===== src/rtl/frame_draw_scheduler.sv =====
// -----------------------------------------------------------------------------
// frame_draw_scheduler
//
// Per-frame sequencer that drives the object-position select and the box
// drawer. On every frame tick it erases each object at its old position,
// pulses a position update, waits for the position and collision registers to
// settle, redraws each object at its new position and finally samples the
// collision flag. A collision parks the sequencer in HALT until reset.
//
// Ports
//   Clock            system clock
//   Reset            synchronous, active-low reset
//   frameTick        one-cycle frame start pulse
//   collisionOccured registered collision flag from the position block
//   objX / objY      position of the currently selected object (combinational
//                    from 'object')
//   drawDone         one-cycle pulse from the drawer: box finished
//   object           object select index (0 when not sequencing)
//   drawStart        one-cycle pulse: drawer starts on the latched box
//   boxX/boxY        box origin
//   boxW/boxH        box size
//   colour           box colour
//   updateEn         one-cycle pulse: positions advance one step
//   busy             high in every state except IDLE and HALT
//   gameOver         sticky collision indication
// -----------------------------------------------------------------------------
module frame_draw_scheduler #(
  parameter int unsigned NUM_OBJECTS   = 9,
  parameter logic [3:0]  ROCKET_W      = 4'd7,
  parameter logic [3:0]  ROCKET_H      = 4'd15,
  parameter logic [3:0]  AST_W         = 4'd4,
  parameter logic [3:0]  AST_H         = 4'd4,
  parameter logic [2:0]  BG_COLOUR     = 3'b000,
  parameter logic [2:0]  ROCKET_COLOUR = 3'b111,
  parameter logic [2:0]  AST_COLOUR    = 3'b110
) (
  input  logic       Clock,
  input  logic       Reset,
  input  logic       frameTick,
  input  logic       collisionOccured,
  input  logic [7:0] objX,
  input  logic [6:0] objY,
  input  logic       drawDone,
  output logic [7:0] object,
  output logic       drawStart,
  output logic [7:0] boxX,
  output logic [6:0] boxY,
  output logic [3:0] boxW,
  output logic [3:0] boxH,
  output logic [2:0] colour,
  output logic       updateEn,
  output logic       busy,
  output logic       gameOver
);

  localparam logic [3:0] LAST_IDX = 4'(NUM_OBJECTS);

  typedef enum logic [3:0] {
    IDLE,
    ERASE_SEL,
    ERASE_WAIT,
    UPDATE,
    SETTLE1,
    SETTLE2,
    DRAW_SEL,
    DRAW_WAIT,
    CHECK,
    HALT
  } state_t;

  state_t      state_q, state_d;
  logic [3:0]  idx_q, idx_d;
  logic        pending_q, pending_d;
  logic        game_over_q, game_over_d;
  logic [7:0]  object_q, object_d;
  logic        draw_start_q, draw_start_d;
  logic        update_en_q, update_en_d;
  logic        busy_q, busy_d;
  logic [7:0]  box_x_q, box_x_d;
  logic [6:0]  box_y_q, box_y_d;
  logic [3:0]  box_w_q, box_w_d;
  logic [3:0]  box_h_q, box_h_d;
  logic [2:0]  colour_q, colour_d;

  logic        is_rocket;
  logic        busy_state;
  logic        next_selects;

  assign is_rocket = (idx_q == 4'd1);

  always_comb begin
    state_d     = state_q;
    idx_d       = idx_q;
    pending_d   = pending_q;
    game_over_d = game_over_q;
    box_x_d     = box_x_q;
    box_y_d     = box_y_q;
    box_w_d     = box_w_q;
    box_h_d     = box_h_q;
    colour_d    = colour_q;

    case (state_q)
      IDLE: begin
        if (frameTick || pending_q) begin
          pending_d = 1'b0;
          idx_d     = 4'd1;
          state_d   = ERASE_SEL;
        end
      end

      // The object select has been showing idx for this whole cycle, so
      // objX/objY are valid here and are captured into the box registers.
      ERASE_SEL, DRAW_SEL: begin
        box_x_d = objX;
        box_y_d = objY;
        box_w_d = is_rocket ? ROCKET_W : AST_W;
        box_h_d = is_rocket ? ROCKET_H : AST_H;
        if (state_q == ERASE_SEL) begin
          colour_d = BG_COLOUR;
          state_d  = ERASE_WAIT;
        end else begin
          colour_d = is_rocket ? ROCKET_COLOUR : AST_COLOUR;
          state_d  = DRAW_WAIT;
        end
      end

      ERASE_WAIT: begin
        if (drawDone) begin
          if (idx_q == LAST_IDX) begin
            state_d = UPDATE;
          end else begin
            idx_d   = idx_q + 4'd1;
            state_d = ERASE_SEL;
          end
        end
      end

      UPDATE: begin
        idx_d   = 4'd1;
        state_d = SETTLE1;
      end

      // Two idle cycles: positions register first, then the collision flag.
      SETTLE1: state_d = SETTLE2;
      SETTLE2: state_d = DRAW_SEL;

      DRAW_WAIT: begin
        if (drawDone) begin
          if (idx_q == LAST_IDX) begin
            state_d = CHECK;
          end else begin
            idx_d   = idx_q + 4'd1;
            state_d = DRAW_SEL;
          end
        end
      end

      CHECK: begin
        if (collisionOccured) begin
          game_over_d = 1'b1;
          state_d     = HALT;
        end else begin
          state_d = IDLE;
        end
      end

      HALT: state_d = HALT;

      default: state_d = IDLE;
    endcase

    // A tick arriving while a frame is in flight is remembered once; further
    // ticks collapse into the same pending frame. HALT never queues work.
    busy_state = (state_q != IDLE) && (state_q != HALT);
    if (frameTick && busy_state) begin
      pending_d = 1'b1;
    end

    // Outputs are decoded from the next state so that, once registered, they
    // line up cycle-for-cycle with the state they belong to.
    next_selects = (state_d == ERASE_SEL) || (state_d == ERASE_WAIT) ||
                   (state_d == DRAW_SEL)  || (state_d == DRAW_WAIT);
    object_d     = next_selects ? {4'd0, idx_d} : 8'd0;
    draw_start_d = (state_d == ERASE_SEL) || (state_d == DRAW_SEL);
    update_en_d  = (state_d == UPDATE);
    busy_d       = (state_d != IDLE) && (state_d != HALT);
  end

  always_ff @(posedge Clock) begin
    if (!Reset) begin
      state_q      <= IDLE;
      idx_q        <= 4'd1;
      pending_q    <= 1'b0;
      game_over_q  <= 1'b0;
      object_q     <= 8'd0;
      draw_start_q <= 1'b0;
      update_en_q  <= 1'b0;
      busy_q       <= 1'b0;
      box_x_q      <= 8'd0;
      box_y_q      <= 7'd0;
      box_w_q      <= 4'd0;
      box_h_q      <= 4'd0;
      colour_q     <= 3'd0;
    end else begin
      state_q      <= state_d;
      idx_q        <= idx_d;
      pending_q    <= pending_d;
      game_over_q  <= game_over_d;
      object_q     <= object_d;
      draw_start_q <= draw_start_d;
      update_en_q  <= update_en_d;
      busy_q       <= busy_d;
      box_x_q      <= box_x_d;
      box_y_q      <= box_y_d;
      box_w_q      <= box_w_d;
      box_h_q      <= box_h_d;
      colour_q     <= colour_d;
    end
  end

  assign object    = object_q;
  assign drawStart = draw_start_q;
  assign updateEn  = update_en_q;
  assign busy      = busy_q;
  assign gameOver  = game_over_q;
  assign boxX      = box_x_q;
  assign boxY      = box_y_q;
  assign boxW      = box_w_q;
  assign boxH      = box_h_q;
  assign colour    = colour_q;

endmodule


===== config.mk =====
export PLATFORM = sky130hd
export DESIGN_NAME = frame_draw_scheduler
export DESIGN_NICKNAME = d
export VERILOG_FILES = /design/src/rtl/frame_draw_scheduler.sv
export SDC_FILE = /design/constraint.sdc
export NUM_CORES = 1
export LEC_CHECK = 0
export CAP_MARGIN = 20
export CORE_ASPECT_RATIO = 1.75
export CORE_UTILIZATION = 45
export CTS_CLUSTER_DIAMETER = 200
export DETAILED_ROUTE_END_ITERATION = 7
export GPL_ROUTABILITY_DRIVEN = 0
export PLACE_DENSITY = 0.88
export SLEW_MARGIN = 40
export SYNTH_ARGS = -nofsm -noshare
export SYNTH_HDL_FRONTEND = slang
export SYNTH_SLANG_ARGS = --single-unit

===== constraint.sdc =====
create_clock -name Clock -period 2.1 [get_ports Clock]
set_input_delay 0.315 -clock Clock [delete_from_list [all_inputs] [get_ports Clock]]
set_output_delay 0.315 -clock Clock [all_outputs]
set_load 0.005 [all_outputs]

# After elaboration in Yosys (flattened, before gate mapping)
# Cells that the tools add are included.
[word_totals]
word_cells = 70
input_bits = 20
reg_bits = 47
[op_classes]
addsub = 1
reduce_logical = 18
n_eq_ne = 18
n_mux = 19
[ops]
columns = ["op", "n"]
rows = [
  ["$mux 4", 9],
  ["$pmux 4 s9", 1],
  ["$eq 4x3->1 const B", 6],
  ["$eq 4x2->1 const B", 4],
  ["$eq 4x1->1 const B", 3],
  ["$eq 4x4->1 const B", 3],
  ["$pmux 4 s3", 1],
  ["$ne 4x4->1 const B", 2],
  ["$reduce_bool 4->1", 2],
  ["$mux 3", 2],
  ["$reduce_and 2->1", 3],
  ["$logic_or 1x1->1", 5],
  ["$add 4x1->4 const B", 1],
  ["$logic_not 4->1", 1],
  ["$mux 1", 4],
  ["$mux 2", 2],
  ["$reduce_bool 2->1", 2],
  ["$reduce_or 2->1", 2],
  ["$logic_and 1x1->1", 3],
]

# Logic depth before layout (Yosys ltp)
# Gate-level depths: netlist (run 1).
[depth]
ltp_word = 9
ltp_mapped = 6
ltp_nobuf = 6

# Least setup slack after synthesis (run 1)
# No wires, ideal clock.
[synth_timing]
path_type = "register -> register"
start = "reg idx_q[0]"
end = "reg object_q[0], in the netlist object[0]"
arrival_ns = 1.649
stages_incl_launch_ff = 6
t_required_ns = 2.000
setup_time_ns = 0.100
setup_slack_ns = 0.351
path_cell_list = "dfxtp_1 ha_1 nand3b_4 a41o_1 or3b_4 a2111oi_4"
[synth_between]
elab_chain_cells = 9
elab_cells_between_ends = 19
[synth_lines]
columns = ["element", "line", "text"]
rows = [
  ["from (decl)", "72", "logic [3:0] idx_q, idx_d;"],
  ["from (signal assigned)", "206", "idx_q <= idx_d;"],
  ["$eq 4x4->1", "129, 149", ""],
  ["$mux 4 / $mux 2 (equally long branches)", "149, 129", ""],
  ["$mux 4, on equally long branches", "148, 128", ""],
  ["$pmux 4 s9", "102", "case (state_q)"],
  ["$eq 4x1->1 / $eq 4x2->1 (equally long branches)", "181", "next_selects = (state_d == ERASE_SEL) || (state_d == ERASE_WAIT) ||"],
  ["$logic_or 1x1->1 (2 in a row)", "181", ""],
  ["$logic_or 1x1->1", "182", "(state_d == DRAW_SEL) || (state_d == DRAW_WAIT);"],
  ["$reduce_and 2->1 (no line)", "--", ""],
  ["to (signal assigned)", "209", "object_q <= object_d;"],
  ["to (decl)", "75", "logic [7:0] object_q, object_d;"],
]
# Parallel ways exist; a longest one is shown, timed or not.
# A chain may end at the register's enable or synchronous reset.

# Final worst setup path (run 1)
[layout_timing]
start = "reg idx_q[1]"
end = "reg object_q[0], in the netlist object[0]"
[layout_between]
elab_chain_cells = 9
elab_cells_between_ends = 17
[layout_lines]
columns = ["element", "line"]
rows = [
  ["$eq 4x4->1 (*)", "129, 149"],
  ["$mux 4 / $mux 2 (equally long branches)", "149, 129"],
  ["$mux 4, on equally long branches", "148, 128"],
  ["$pmux 4 s9", "102"],
  ["$eq 4x1->1 / $eq 4x2->1 (equally long branches)", "181"],
  ["$logic_or 1x1->1 (2 in a row)", "181"],
  ["$logic_or 1x1->1", "182"],
  ["$reduce_and 2->1 (no line)", "--"],
]
# Every way passes the cells marked *; elsewhere a longest branch is shown, timed or not.

==> flow_metrics.py, run 1 <==
metrics = {
    "outcome": {
        "status": "finished clean",
    },
    "cts": {
        "post-cts-setup-buffers": 0,
        "clock_tree.buffer_depth": 2,
        "insertion_delay_ps": 290,
        "cts_tree": "yes",
        "cts_hold_buf": 0,
        "cts_buffers": 5,
        "post_cts_resize_count": 0,
        "htreeDepth": 2,
        "cts.sinks": 36,
        "root_buffer": "clkbuf_8",
        "clk_pin_slew_ps": 70,
    },
    "global_routing": {
        "grt_max_degree": 18,
        "antenna_found_initial": 0,
        "grt_pass1_vias": 1469,
        "gr-usage-all-layers_pct": 19.8,
        "grt_pass1_wl_mm": 6.27,
        "grt.overflow.total": 0,
    },
    "power_and_ir_drop": {
        "leakage_nw": 0.868,
        "peakVddDrop_mv": 0.609,
        "p_sw_mw": 0.510,
        "pwr-share-comb_pct": 28.8,
        "power_frac_clock_pct": 27.4,
        "p_int_mw": 1.31,
        "switching_share_pct": 27.9,
        "pwr-share-seq_pct": 43.9,
        "power.total_mw": 1.82,
        "power.density_nw_per_um2": 783,
    },
    "timing": {
        "post-route-period-util_pct": 89.6,
        "finalClockSkew_ps": 5.66,
        "rsz0062_at_grt": "no",
        "fmax_ghz": 0.532,
        "fin_crit_ps": 1880,
        "final_hold_viol_count": 0,
        "maxSlewViolCount": 0,
        "fin_setup_tns_ps": 0,
        "relSlewSlack_pct": 66.7,
        "setup_viol": 0,
        "tightest_slew_ps": 495,
    },
    "min_path": {
        "hold_class": "flip-flop to flip-flop",
        "holdPathStages": 2,
        "hold_end": "boxX[7]",
        "hp-start": "boxX[7]",
    },
    "die": {
        "die_h_um": 83.2,
        "dieArea_um2": 4030,
        "die_x_um": 48.4,
        "row_count": 29,
        "boundaryPins": 58,
        "coreArea_um2": 3630,
        "start_util_pct": 46.7,
    },
    "logic_synthesis": {
        "synth_area_um2": 1700,
        "postSynthCellCount": 176,
        "synth_top_area_share_pct": 42.5,
        "yosysWarnings": 0,
        "yosysSeqAreaShare_pct": 42.5,
        "synth.most_common_cell": "dfxtp_1",
        "yosys.area.top_type": "dfxtp_1",
        "ys_types": 49,
        "syn_area_per_cell_um2": 9.63,
        "ys_ff_latch": 36,
        "synth_edf_count": 0,
        "ys_async_sr_fraction_pct": 0,
        "synth.top_cells.by_count": "36 x dfxtp_1, 28 x nor2_1, 17 x mux2i_1, 11 x buf_4",
        "synth_area_leaders": "dfxtp_1 43%, mux2i_1 10%, nor2_1 6.2%",
        "synth_ff_type": "dfxtp_1",
    },
    "critical_path": {
        "cp.arrival_ps": 2070,
        "startpoint_type": "flip-flop",
        "rrSetupSlack_ps": 220,
        "worstPathRequired_ps": 2290,
        "critPathCaptureType": "flip-flop",
        "r2r-start": "idx_q[1]",
        "critPathMaxFanout": 5,
        "critical_path_class": "flip-flop to flip-flop",
        "r2r_end": "object[0]",
        "rr_worst_depth": 6,
    },
    "drt": {
        "drt_wl_total_mm": 3.68,
        "drtIter0Drc": 21,
        "routedWlPerCell_um": 13.3,
        "viasPerCell": 5.37,
        "num_vias": 1483,
        "dr.pass1.iters": 4,
        "drcViolationCount": 0,
        "final_antenna_net_count": 0,
    },
    "finish": {
        "fin_util_pct": 64.2,
        "drive_gt1_share_pct": 13.5,
        "area_growth_pct": 37.5,
        "fin_cells": 276,
        "final_nets": 251,
        "fin_area_um2": 2330,
        "antenna_cells": 0,
    },
    "placement": {
        "postPlaceCellArea_um2": 2240,
        "post-place-cells": 268,
        "io_buffers": 52,
        "hpwlAfterDp_mm": 2.82,
    },
    "job": {
        "cap_violations": 0,
    },
}
-- per-layer routing --
metal / global-route usage, % / wire (um)
met5: 0 / 0
met4: 11.2 / 133
met3: 4.21 / 146
met2: 37.6 / 2080
met1: 19.0 / 1310
-- state kept, by name, indices dropped and copies added, names as in the netlist --
signal and count:
boxH 2, boxX 8, boxY 7, busy 1
colour 2, drawStart 1, gameOver 1, idx_q 4
object 4, pending_q 1, state_q 4, updateEn 1
-- worst max-delay path by stage --
stage	depth (start not counted)	slack, ps	startpoint	endpoint
after floorplan	5	350	idx_q[0]	object[0]
after CTS	6	220	idx_q[1]	object[0]
after global routing	6	100	idx_q[1]	object[2]
after global placement	5	100	frameTick	object[0]
after detailed placement	5	70	frameTick	object[0]
final	6	220	idx_q[1]	object[0]
-- kinds of logic after synthesis --
logic type | Yosys count | share of synthesized area (%)
and+or+nand+nor | 62 | 20.3
DFF | 36 | 42.5
AOI/OAI and AO/OA | 32 | 15.9
buffers and inverters | 25 | 9.00
muxes | 17 | 10.0
adders and majority gates | 2 | 1.48
other | 1 | 0.221
xor gates and xnor gates | 1 | 0.517
-- cell type report --
type / count / area (um^2)
Clock buffer: 6 / 82.6
Sequential cell: 36 / 721
Clock inverter: 2 / 10.0
Multi-Input combinational cell: 119 / 837
Inverter: 6 / 22.5
Fill cell: 308 / 1300
Tap cell: 46 / 57.6
Timing Repair Buffer: 61 / 601
-- worst max-delay path, cell delays in order, from the launching register on --
cell and delay (ps):
dfxtp_1 340, inv_1 60, ha_1 230, nand3b_4 110, a41o_1 300, or3b_4 450
a2111oi_4 290
-- layout by cell type, fill, tap and decap left out, types with 2 or more instances in the layout --
| master | n |
|---|---|
| inv_1 | 6 |
| or3b_4 | 2 |
| conb_1 | 5 |
| clkinv_2 | 2 |
| dfxtp_1 | 36 |
| ha_1 | 2 |
| nor4_1 | 2 |
| nand4b_1 | 2 |
| o21ba_2 | 2 |
| nand2b_1 | 2 |
| nand3_1 | 3 |
| buf_4 | 8 |
| clkdlybuf4s50_1 | 52 |
| nor2_1 | 28 |
| nor2b_1 | 2 |
| nor3b_1 | 4 |
| a21oi_1 | 6 |
| nor3_1 | 4 |
| a221oi_1 | 2 |
| a31oi_1 | 2 |
| o21ai_0 | 4 |
| a211oi_1 | 2 |
| clkbuf_8 | 6 |
| and4_2 | 2 |
| mux2i_1 | 17 |
| nand2_1 | 4 |
-- power by group through the flow --
stage | logic [mW] | clock network, mW | registers, mW
floorplan | 0.326 | 0 | 0.802
global placement | 0.517 | 0 | 0.813
detailed placement | 0.526 | 0 | 0.815
CTS | 0.529 | 0.513 | 0.801
global route | 0.572 | 0.548 | 0.810
finish | 0.525 | 0.499 | 0.800
-- per-stage QoR --
stage          worst slack [ps]  hold slack (ps)
2_1_floorplan               351              391
3_3_place_gp                103              470
3_5_place_dp               73.3              485
4_1_cts                     223              502
5_1_grt                    99.0              527
6_report                    219              492
Power figures use the tool's default switching activity.
==> run 2: changes to the inputs <==
--- a/config.mk
+++ b/config.mk
@@ -11,7 +11,7 @@
 export CTS_CLUSTER_DIAMETER = 200
 export DETAILED_ROUTE_END_ITERATION = 7
 export GPL_ROUTABILITY_DRIVEN = 0
-export PLACE_DENSITY = 0.88
+export PLACE_DENSITY = 0.79
 export SLEW_MARGIN = 40
 export SYNTH_ARGS = -nofsm -noshare
 export SYNTH_HDL_FRONTEND = slang
==> flow_metrics.py, run 2 (synthesized netlist as in run 1, its figures left out) <==
metrics = {
    "critical_path": {
        "critPathCaptureType": "flip-flop",
        "rrSetupSlack_ps": 210,
        "critical_path_class": "flip-flop to flip-flop",
        "cp.arrival_ps": 2080,
        "critPathMaxFanout": 13,
        "worstPathRequired_ps": 2290,
        "startpoint_type": "flip-flop",
    },
    "global_routing": {
        "grt_max_degree": 18,
        "grt_pass1_wl_mm": 6.60,
        "antenna_found_initial": 0,
        "grt_pass1_vias": 1454,
        "grt.overflow.total": 0,
        "gr-usage-all-layers_pct": 21.4,
    },
    "die": {
        "die_x_um": 48.4,
        "coreArea_um2": 3630,
        "dieArea_um2": 4030,
        "die_h_um": 83.2,
        "start_util_pct": 46.7,
        "row_count": 29,
        "boundaryPins": 58,
    },
    "cts": {
        "htreeDepth": 2,
        "insertion_delay_ps": 280,
        "root_buffer": "clkbuf_8",
        "post_cts_resize_count": 0,
        "clock_tree.buffer_depth": 2,
        "cts_hold_buf": 0,
        "clk_pin_slew_ps": 70,
        "cts_buffers": 5,
        "cts.sinks": 36,
        "cts_tree": "yes",
        "post-cts-setup-buffers": 0,
    },
    "timing": {
        "tightest_slew_ps": 540,
        "hold_ws_ps": 498,
        "fin_setup_tns_ps": 0,
        "setup_viol": 0,
        "maxSlewViolCount": 0,
        "fin_crit_ps": 1890,
        "final_hold_viol_count": 0,
        "relSlewSlack_pct": 63.7,
        "fmax_ghz": 0.529,
        "rsz0062_at_grt": "no",
        "finalClockSkew_ps": 5.89,
        "post-route-period-util_pct": 89.9,
        "fin_ws_ps": 211,
    },
    "drt": {
        "viasPerCell": 5.23,
        "drtIter0Drc": 34,
        "final_antenna_net_count": 0,
        "drt_wl_total_mm": 3.96,
        "routedWlPerCell_um": 14.5,
        "drcViolationCount": 0,
        "num_vias": 1429,
        "dr.pass1.iters": 4,
    },
    "placement": {
        "hpwlAfterDp_mm": 3.01,
        "io_buffers": 52,
        "place_ws_ps": 58.5,
        "postPlaceCellArea_um2": 2220,
    },
    "finish": {
        "largest_register_ffs": 8,
        "area_growth_pct": 35.7,
        "fillers": 332,
        "drive_gt1_share_pct": 11.9,
        "multi_input_area_um2": 837,
        "final_common_cell": "clkdlybuf4s50_1",
        "antenna_cells": 0,
        "register_area_um2": 721,
        "layout_common_cells": "52 x clkdlybuf4s50_1, 36 x dfxtp_1, 28 x nor2_1",
        "final_nets": 249,
        "fin_area_um2": 2300,
    },
    "power_and_ir_drop": {
        "power.density_nw_per_um2": 774,
        "leakage_nw": 0.848,
        "peakVddDrop_mv": 0.614,
    },
    "outcome": {
        "status": "finished clean",
    },
    "min_path": {
        "hold_class": "flip-flop to flip-flop",
    },
    "job": {
        "cap_violations": 0,
    },
}
run 2: cell count changes in the layout (fill, tap and decap cells not counted), sizes merged:
cell / previous run / this run
clkinv: 2 / 1
buf: 9 / 7
run 2: final timing paths:
| kind | startpoint | endpoint | cells after the start |
|---|---|---|---|
| worst max register to register | state_q[0] | object[0] | 4 |
| worst max-delay path | state_q[0] | object[0] | 4 |
| worst min register to register | boxY[2] | boxY[2] | 2 |
| worst min-delay path | boxY[2] | boxY[2] | 2 |
run 2: cell type report:
cell class              count  area share (%)
multi-input cells         119            36.4
inverters                   6           0.979
clock inverters             1           0.218
well taps                  46            2.50
flip-flops and latches     36            31.3
clock buffers               6            3.15
repair buffers             59            25.4
run 2: where the power goes:
part | leakage [nW] | switching [mW] | total (mW) | internal (mW)
clock network | 0.0410 | 0.230 | 0.455 | 0.225
registers | 0.293 | 0.0572 | 0.806 | 0.749
logic | 0.513 | 0.219 | 0.519 | 0.300
run 2: through the flow:
step	util (%)	power, mW	std cells
after floorplan	-	1.13	180
after global placement	61.3	1.33	266
after detailed placement	61.3	1.34	266
after CTS	63.4	1.80	273
after global routing	63.4	1.87	273
final	63.4	1.78	273
run 2: layer usage:
metal	part of all wire, %	GRT usage, %	vias to the layer above
met2	56	39.9	40
met3	3.3	4.40	13
met1	36	20.4	669
met4	4.3	14.2	0
li1	-	-	707
met5	0	0	-
run 2: critical path: stages, from the launching register on:
cell,delay (ps)
dfxtp_1,590
nor2_1,180
a41o_1,290
or3b_4,450
a2111oi_4,290
==> run 3: changes to the inputs <==
--- a/config.mk
+++ b/config.mk
@@ -6,12 +6,15 @@
 export NUM_CORES = 1
 export LEC_CHECK = 0
 export CAP_MARGIN = 20
+export CELL_PAD_IN_SITES_DETAIL_PLACEMENT = 0
+export CELL_PAD_IN_SITES_GLOBAL_PLACEMENT = 1
 export CORE_ASPECT_RATIO = 1.75
-export CORE_UTILIZATION = 45
+export CORE_UTILIZATION = 35
+export CTS_BUF_LIST = sky130_fd_sc_hd__clkbuf_2 sky130_fd_sc_hd__clkbuf_4 sky130_fd_sc_hd__clkbuf_8
 export CTS_CLUSTER_DIAMETER = 200
 export DETAILED_ROUTE_END_ITERATION = 7
 export GPL_ROUTABILITY_DRIVEN = 0
-export PLACE_DENSITY = 0.79
+export PLACE_DENSITY_LB_ADDON = 0.1
 export SLEW_MARGIN = 40
 export SYNTH_ARGS = -nofsm -noshare
 export SYNTH_HDL_FRONTEND = slang
==> flow_metrics.py, run 3 (synthesized netlist as in run 1, its figures left out) <==
metrics = {
    "outcome": {
        "status": "finished clean",
    },
    "drt": {
        "wl_met3_um": 129,
        "route.top_layer_used": "met4",
        "dr.pass1.iters": 4,
        "wl_met1_mm": 1.51,
        "drtIter0Drc": 17,
        "drt_wl_total_mm": 4.03,
        "drcViolationCount": 0,
        "routedWlPerCell_um": 14.4,
        "wl_met2_mm": 2.28,
        "viasPerCell": 5.12,
        "num_vias": 1429,
        "final_antenna_net_count": 0,
    },
    "die": {
        "boundaryPins": 58,
        "start_util_pct": 36.3,
        "die_h_um": 94.1,
        "dieArea_um2": 5140,
        "coreArea_um2": 4670,
        "row_count": 33,
        "die_x_um": 54.6,
    },
    "cts": {
        "post_cts_resize_count": 0,
        "clock_tree.buffer_depth": 2,
        "cts.sinks": 36,
        "htreeDepth": 2,
        "cts_tree": "yes",
        "clk_pin_slew_ps": 70,
        "cts_hold_buf": 0,
        "post-cts-setup-buffers": 0,
        "root_buffer": "clkbuf_8",
        "insertion_delay_ps": 290,
        "cts_buffers": 5,
    },
    "timing": {
        "rsz0062_at_grt": "no",
        "post-route-period-util_pct": 89.3,
        "setup_viol": 0,
        "finalClockSkew_ps": 5.41,
        "fmax_ghz": 0.533,
        "maxSlewViolCount": 0,
        "tightest_slew_ps": 570,
        "fin_crit_ps": 1880,
        "relSlewSlack_pct": 61.7,
        "final_hold_viol_count": 0,
        "fin_setup_tns_ps": 0,
    },
    "global_routing": {
        "antenna_found_initial": 0,
        "grt_pass1_wl_mm": 6.60,
        "grt_max_degree": 25,
        "grt_pass1_vias": 1415,
        "grt.overflow.total": 0,
        "gr-usage-all-layers_pct": 18.1,
    },
    "power_and_ir_drop": {
        "pwr-share-comb_pct": 26.6,
        "pwr-share-seq_pct": 40.1,
        "power_frac_clock_pct": 33.3,
        "p_sw_mw": 0.529,
        "switching_share_pct": 26.4,
        "leakage_nw": 0.872,
        "peakVddDrop_mv": 0.629,
        "p_int_mw": 1.47,
        "power.density_nw_per_um2": 847,
    },
    "critical_path": {
        "startpoint_type": "flip-flop",
        "worstPathRequired_ps": 2300,
        "critical_path_class": "flip-flop to flip-flop",
        "cp.arrival_ps": 2070,
        "critPathCaptureType": "flip-flop",
        "critPathMaxFanout": 5,
        "rrSetupSlack_ps": 220,
    },
    "finish": {
        "area_growth_pct": 39.3,
        "drive_gt1_share_pct": 12.3,
        "largest_register_ffs": 8,
        "fillers": 481,
        "layout_common_cells": "52 x clkdlybuf4s50_1, 36 x dfxtp_1, 28 x nor2_1",
        "final_nets": 248,
        "antenna_cells": 0,
        "fin_cells": 279,
        "final_common_cell": "clkdlybuf4s50_1",
    },
    "min_path": {
        "hold_class": "flip-flop to flip-flop",
    },
    "placement": {
        "post-place-cells": 271,
        "hpwlAfterDp_mm": 3.12,
        "io_buffers": 52,
    },
    "job": {
        "cap_violations": 0,
    },
}
## run 3: layer usage
| metal | track usage [%] | vias to the layer above |
|---|---|---|
| li1 | - | 710 |
| met1 | 19.3 | 673 |
| met2 | 30.8 | 36 |
| met3 | 4.37 | 10 |
| met4 | 9.40 | 0 |
| met5 | 0 | - |
## run 3: worst paths after layout
path | from | depth (start not counted) | to
max reg2reg | idx_q[0] | 5 | object[0]
min reg2reg | gameOver | 2 | gameOver
max | idx_q[0] | 5 | object[0]
min | gameOver | 2 | gameOver
## run 3: metrics by stage
stage               hold WS, ps  total power, mW  utilization, %  setup WS, ps  cell area (um^2)
global placement            458             1.34            47.9          76.3              2240
floorplan                   391             1.13               -           351              1710
finish                      488             2.00            50.6           225              2360
global route                522             2.10            50.6           109              2360
CTS                         492             2.02            50.6           220              2360
detailed placement          475             1.35            47.9          73.7              2240
## run 3: critical path, stage by stage (launching register included)
cell and delay, ps:
dfxtp_1 390, ha_1 250, nand3b_4 100, a41o_1 300, or3b_4 450, a2111oi_4 280
## run 3: final cells by class
type	instances	area, um^2	area share, %
Multi-Input combinational cell	119	837	35.4
Clock inverter	1	30.0	1.27
Timing Repair Buffer	58	591	25.0
Sequential cell	36	721	30.5
Clock buffer	7	96.3	4.08
Inverter	6	22.5	0.953
Tap cell	52	65.1	2.75
## run 3: power by group through the flow
stage          Clock, mW  Combinational [mW]  Sequential, mW
5_1_grt            0.709               0.583           0.812
3_5_place_dp           0               0.534           0.817
6_report           0.667               0.532           0.802
3_3_place_gp           0               0.529           0.814
2_1_floorplan          0               0.326           0.802
4_1_cts            0.679               0.535           0.803
